===== config.mk =====
export PLATFORM = sky130hd
export DESIGN_NAME = mac_op_sequencer
export DESIGN_NICKNAME = d
export VERILOG_FILES = /design/src/rtl/mac_seq_pkg.sv /design/src/rtl/mac_seq_fifo.sv /design/src/rtl/mac_op_sequencer.sv
export SDC_FILE = /design/constraint.sdc
export NUM_CORES = 1
export LEC_CHECK = 0
export BUFFER_PORTS_ARGS = -buffer_cell sky130_fd_sc_hd__buf_2
export CORE_ASPECT_RATIO = 1.4
export CORE_MARGIN = 2
export CORE_UTILIZATION = 50
export DETAILED_ROUTE_END_ITERATION = 6
export PLACE_DENSITY = 0.83
export SYNTH_ARGS = -nofsm -noshare
export SYNTH_HDL_FRONTEND = slang
export SYNTH_SLANG_ARGS = --single-unit

===== constraint.sdc =====
create_clock -name clk -period 7 [get_ports clk]
set_clock_uncertainty 0.05 [all_clocks]
set_input_delay 0.35 -clock clk [delete_from_list [all_inputs] [get_ports clk]]
set_output_delay 0.35 -clock clk [all_outputs]
set_load 0.05 [all_outputs]

===== src/rtl/mac_seq_pkg.sv =====
// mac_seq_pkg: shared types for the MAC operation sequencer.
// Operand word layout, FSM states and default abort limit.
package mac_seq_pkg;

    typedef logic [15:0] fp16_t;

    typedef enum logic [2:0] {
        IDLE,
        SHIFT,
        START,
        WAIT,
        RESP
    } mac_seq_state_t;

    localparam int unsigned TIMEOUT_DEFAULT = 15;

    typedef struct packed {
        fp16_t value;
        fp16_t weight;
        fp16_t accum;
    } mac_operand_t;

endpackage


===== src/rtl/mac_seq_fifo.sv =====
// mac_seq_fifo: synchronous FIFO of operand triples.
// Wrap-bit pointers give full/empty without a separate counter.
module mac_seq_fifo
    import mac_seq_pkg::*;
#(
    parameter int unsigned DEPTH = 4
) (
    input  logic                        clk,
    input  logic                        nRST,
    input  logic                        push_i,
    input  mac_operand_t                wdata_i,
    input  logic                        pop_i,
    output mac_operand_t                rdata_o,
    output logic                        full_o,
    output logic                        empty_o,
    output logic [$clog2(DEPTH):0]      count_o
);

    localparam int unsigned AW = $clog2(DEPTH);

    typedef logic [AW:0] ptr_t;

    mac_operand_t mem_q [DEPTH];
    ptr_t         wr_ptr_q;
    ptr_t         wr_ptr_d;
    ptr_t         rd_ptr_q;
    ptr_t         rd_ptr_d;
    logic         do_push;
    logic         do_pop;

    assign empty_o  = (wr_ptr_q == rd_ptr_q);
    assign full_o   = (wr_ptr_q[AW] != rd_ptr_q[AW]) &&
                      (wr_ptr_q[AW-1:0] == rd_ptr_q[AW-1:0]);
    assign count_o  = wr_ptr_q - rd_ptr_q;
    assign do_pop   = pop_i && !empty_o;
    assign do_push  = push_i && (!full_o || do_pop);
    assign rdata_o  = mem_q[rd_ptr_q[AW-1:0]];
    assign wr_ptr_d = wr_ptr_q + ptr_t'(do_push);
    assign rd_ptr_d = rd_ptr_q + ptr_t'(do_pop);

    // Pointer update; a push into a full FIFO is dropped here
    always_ff @(posedge clk or negedge nRST) begin
        if (!nRST) begin
            wr_ptr_q <= '0;
            rd_ptr_q <= '0;
        end else begin
            wr_ptr_q <= wr_ptr_d;
            rd_ptr_q <= rd_ptr_d;
        end
    end

    // Storage write; entries are only read after being pushed
    always_ff @(posedge clk) begin
        if (do_push) begin
            mem_q[wr_ptr_q[AW-1:0]] <= wdata_i;
        end
    end

endmodule


===== src/rtl/mac_op_sequencer.sv =====
// mac_op_sequencer: buffers operand triples and drives one MAC
// through shift, start, wait-for-result and response handshake.
module mac_op_sequencer
    import mac_seq_pkg::*;
#(
    parameter int unsigned DW         = 16,
    parameter int unsigned FIFO_DEPTH = 4,
    parameter int unsigned TIMEOUT    = TIMEOUT_DEFAULT
) (
    input  logic          clk,
    input  logic          nRST,
    input  logic          req_valid,
    output logic          req_ready,
    input  logic [DW-1:0] req_value,
    input  logic [DW-1:0] req_weight,
    input  logic [DW-1:0] req_accum,
    output logic          MAC_shift,
    output logic          start,
    output logic [DW-1:0] in_value,
    output logic [DW-1:0] weight,
    output logic [DW-1:0] in_accumulate,
    input  logic          value_ready,
    input  logic [DW-1:0] out_accumulate,
    output logic          rsp_valid,
    input  logic          rsp_ready,
    output logic [DW-1:0] rsp_data,
    output logic          rsp_timeout,
    output logic          busy
);

    localparam int unsigned CW = $clog2(TIMEOUT + 1);
    localparam int unsigned FW = $clog2(FIFO_DEPTH) + 1;

    mac_seq_state_t state_q;
    logic [CW-1:0]  cnt_q;
    logic           mac_shift_q;
    logic           start_q;
    logic           rsp_valid_q;
    logic [DW-1:0]  rsp_data_q;
    logic           rsp_timeout_q;
    logic [DW-1:0]  in_value_q;
    logic [DW-1:0]  weight_q;
    logic [DW-1:0]  in_accum_q;

    mac_operand_t   fifo_wdata;
    mac_operand_t   fifo_head;
    logic           fifo_push;
    logic           fifo_pop;
    logic           fifo_full;
    logic           fifo_empty;
    logic [FW-1:0]  fifo_count;

    assign fifo_wdata = '{value:  req_value,
                          weight: req_weight,
                          accum:  req_accum};
    assign req_ready  = !fifo_full;
    assign fifo_push  = req_valid && req_ready;
    assign fifo_pop   = !fifo_empty &&
                        ((state_q == IDLE) ||
                         ((state_q == RESP) && rsp_ready));

    mac_seq_fifo #(
        .DEPTH   (FIFO_DEPTH)
    ) u_fifo (
        .clk     (clk),
        .nRST    (nRST),
        .push_i  (fifo_push),
        .wdata_i (fifo_wdata),
        .pop_i   (fifo_pop),
        .rdata_o (fifo_head),
        .full_o  (fifo_full),
        .empty_o (fifo_empty),
        .count_o (fifo_count)
    );

    // Sequencer FSM: strobes, operands and response all registered
    always_ff @(posedge clk or negedge nRST) begin
        if (!nRST) begin
            state_q       <= IDLE;
            cnt_q         <= '0;
            mac_shift_q   <= 1'b0;
            start_q       <= 1'b0;
            rsp_valid_q   <= 1'b0;
            rsp_data_q    <= '0;
            rsp_timeout_q <= 1'b0;
            in_value_q    <= '0;
            weight_q      <= '0;
            in_accum_q    <= '0;
        end else begin
            mac_shift_q <= 1'b0;
            start_q     <= 1'b0;
            if (fifo_pop) begin
                in_value_q <= fifo_head.value;
                weight_q   <= fifo_head.weight;
                in_accum_q <= fifo_head.accum;
            end
            unique case (state_q)
                IDLE: begin
                    if (fifo_pop) begin
                        mac_shift_q <= 1'b1;
                        state_q     <= SHIFT;
                    end
                end
                SHIFT: begin
                    start_q <= 1'b1;
                    cnt_q   <= '0;
                    state_q <= START;
                end
                START: begin
                    cnt_q   <= cnt_q + CW'(1);
                    state_q <= WAIT;
                end
                WAIT: begin
                    // a result landing on the abort cycle still counts
                    if (value_ready) begin
                        rsp_data_q    <= out_accumulate;
                        rsp_timeout_q <= 1'b0;
                        rsp_valid_q   <= 1'b1;
                        state_q       <= RESP;
                    end else if (cnt_q == CW'(TIMEOUT - 1)) begin
                        rsp_data_q    <= '0;
                        rsp_timeout_q <= 1'b1;
                        rsp_valid_q   <= 1'b1;
                        state_q       <= RESP;
                    end else begin
                        cnt_q <= cnt_q + CW'(1);
                    end
                end
                RESP: begin
                    if (rsp_ready) begin
                        rsp_valid_q <= 1'b0;
                        if (fifo_pop) begin
                            mac_shift_q <= 1'b1;
                            state_q     <= SHIFT;
                        end else begin
                            state_q <= IDLE;
                        end
                    end
                end
                default: state_q <= IDLE;
            endcase
        end
    end

    assign MAC_shift     = mac_shift_q;
    assign start         = start_q;
    assign in_value      = in_value_q;
    assign weight        = weight_q;
    assign in_accumulate = in_accum_q;
    assign rsp_valid     = rsp_valid_q;
    assign rsp_data      = rsp_data_q;
    assign rsp_timeout   = rsp_timeout_q;
    assign busy          = (state_q != IDLE) || (fifo_count != '0);

endmodule


==> metrics.md <==
| Metric | Value |
|---|---|
| DR vias | 5149 |
| # setup viols final | 0 |
| Aggregate global routing overflow | 0 |
| Layout area overhead | 20.9% |
| Routability cong. | 0.783 |
| Layout cells sized above 1 | 0.420 |
| Drt total wl | 19200 µm |
| Minimum clock period | 3.30 ns |
| Area of the mapped netlist | 10400 µm² |
| Max cap viols | 0 |
| Synth warnings | 0 |
| Skew-Pair Late Insertion Delay | around 0.51 ns |
| TritonRoute pass-1 iters | 4 |
| Synthesized Nets | 550 |
| Setup bufs post-CTS | 0 |
| Placed Area | 11300 µm² |
| Die height | 174 µm |
| Initial antenna violation count | 0 |
| Critical path launch point type | register |
| Hold Path Class | input pin to register |
| Worst hold stages | 1 |
| Final Instance Area | 12500 µm² |
| Seq cells post-synth | 273 |
| CP required | 7.34 ns |
| Die ar. | 21900 µm² |
| CTS max path bufs | 3 |
| Post-synth EDFFs | between 150 and 200 |
| Nets@finish | 744 |
| Status | finished, final reports clean |
| Max Fclk | 303 MHz |
| RSZ-0062 raised after global routing | false |
| Initial drt markers | 274 |
| Ys flop type | edfxtp_1 |
| Max VDD drop | 0.213 mV |
| Via count of the first global-routing pass | 5560 |
| TritonCTS clock tree | done |
| First-pass GRT wire length | 30000 µm |
| Site row count | slightly above 60 |
| Core Region | ~20000 µm² |
| CTS buffer count | 25 |
| Synth cell types | 41 |
| Wire per inst | 20.4 µm |
| Critical path capture point type | register |
| # clock sinks | 273 |
| Die width | between 100 and 150 µm |
| Post-synthesis sequential area ratio | 0.752 |
| Initial Util | 0.508 |
| Worst reg-to-reg path cell count | 8 |
| Final TNS setup | 0 ns |
| Ys async rst share | 0.297 |
| Mapped Avg Cell Area | 21.9 µm² |
| CTS H-Tree Depth | 1 |
| Power per Cell Area | ~500 nW/µm² |
| Clock transition at path regs | 0.06 ns |
| Gate Count Post-Synth | 473 |
| Antenna viol nets, final | 0 |
| Crit path DAT | around 3.6 ns |
| Fill cell count | 1408 |
| Final Hold Fails | 0 |
| Detailed placement HPWL | 11500 µm |
| Final Slew Violations | 0 |
| DR DRC count | 0 |
| Port Buffers | ~140 |
| Max-slew headroom | 0.323 |
| Final period util | 0.471 |
| GRT Resource Usage Total | 0.174 |
| Kind of critical path | register to register |
| Leakage | 4.91 nW |
| Largest net degree at the start of global routing | 60 |
| # diodes | 0 |
| Worst-Margin Slew | 1.02 ns |
| Crit Path Max Fanout | 50 |
| Routed vias/inst | 5.47 |
| CTS root buf | clkbuf_16 |
| I/O pin count | about 140 |
==> worst paths after layout <==
kind,to,startpoint,slack (ns)
worst min-delay path,u_fifo.mem_q[3][45],req_value[13],0.009
worst min register to register,rsp_data[1],rsp_data[1],0.45
worst max register to register,u_fifo.rd_ptr_q[2],u_fifo.rd_ptr_q[0],3.70
min in group asynchronous,in_value[1],nRST,0.24
max in group asynchronous,u_fifo.rd_ptr_q[0],nRST,5.53
worst max-delay path,u_fifo.rd_ptr_q[2],u_fifo.rd_ptr_q[0],3.70
==> power breakdown <==
group / switching (mW) / leakage [nW] / internal (mW)
logic: 1.40 / 1.82 / 0.931
clock network: 0.550 / 0.361 / 0.734
registers: 0.330 / 2.73 / 2.27
==> critical path, cell delays in order, from the launching register on <==
cell and delay, ns:
dfrtp_4 1.07, ha_1 0.29, nand2_1 0.13, o211ai_4 0.43
buf_4 0.52, inv_1 0.09, ha_1 0.22, ha_1 0.20
xor2_1 0.15
==> area by class of cell <==
type                    count  area (µm²)  share of cell area
clock buffers              37         701              0.0559
clock inverters             9        87.6             0.00699
inverters                   8        30.0             0.00240
multi-input cells         171        2420               0.193
flip-flops and latches    273        7800               0.622
well taps                 256         320              0.0256
repair buffers            188        1170              0.0937
==> layout by cell type, fill, tap and decap left out, types with 4 or more instances in the layout <==
cell and n:
nand2_1 5, mux2_4 48, mux4_2 48, dfrtp_1 79
edfxtp_1 192, a22o_1 16, ha_1 8, buf_4 9
dlygate4sd3_1 42, clkinvlp_4 6, nand3_1 4, buf_2 137
clkbuf_1 9, clkbuf_16 25, inv_1 8
==> through the flow <==
| step | setup WS, ns | power (mW) | hold slack [ns] | utilization | cells |
|---|---|---|---|---|---|
| final | 3.70 | 6.21 | 0.00891 | 0.614 | 942 |
| after global routing | 3.38 | 6.48 | 0.000396 | 0.614 | 942 |
| after CTS | 3.58 | 6.28 | 0.000824 | 0.614 | 942 |
| after detailed placement | 3.59 | 4.96 | 0.236 | 0.555 | 854 |
| after global placement | 3.64 | 4.85 | 0.223 | 0.555 | 854 |
| after floorplan | 1.69 | 4.41 | 0.00441 | - | 473 |
==> metal layers <==
layer,vias to the layer above,share of wire,track usage
li1,2292,-,-
met1,2649,0.38,0.216
met5,-,0,0
met2,173,0.54,0.316
met4,0,0.021,0.0537
met3,35,0.054,0.0259
==> sequential cells by signal (all words and copies together), names as in the netlist <==
| signal | flops |
|---|---|
| MAC_shift | 1 |
| cnt_q | 4 |
| in_accumulate | 16 |
| in_value | 16 |
| rsp_data | 16 |
| rsp_timeout | 1 |
| rsp_valid | 1 |
| start | 1 |
| state_q | 3 |
| u_fifo.mem_q | 192 |
| u_fifo.rd_ptr_q | 3 |
| u_fifo.wr_ptr_q | 3 |
| weight | 16 |
==> cell families (layout without fill, tap and decap cells) <==
kind of cell,after synthesis,in the layout,synth area share
flops,273,273,0.752
mux,97,97,0.175
compound gates,33,33,0.0270
buf+inv,29,242,0.0162
simple gates,28,28,0.0157
fa+ha+maj,8,8,0.00966
xor+xnor,5,5,0.00495
==> cells in the mapped netlist, types with 4 or more instances <==
library cell,number,area (µm²)
edfxtp_1,192,5770
dfrtp_1,81,2030
mux2_4,48,721
mux4_2,48,1080
a22o_1,16,140
clkbuf_1,8,30.0
ha_1,8,100
inv_1,8,30.0
buf_6,6,67.6
buf_2,5,25.0
nand2_1,5,18.8
nand3_1,4,20.0
==> timing repair <==
item / CTS / global route
hold endpoints to repair: 160 / 0
hold buffers: 42 / 0
gates resized for setup: 0 / 0
Power figures use the tool's default switching activity.
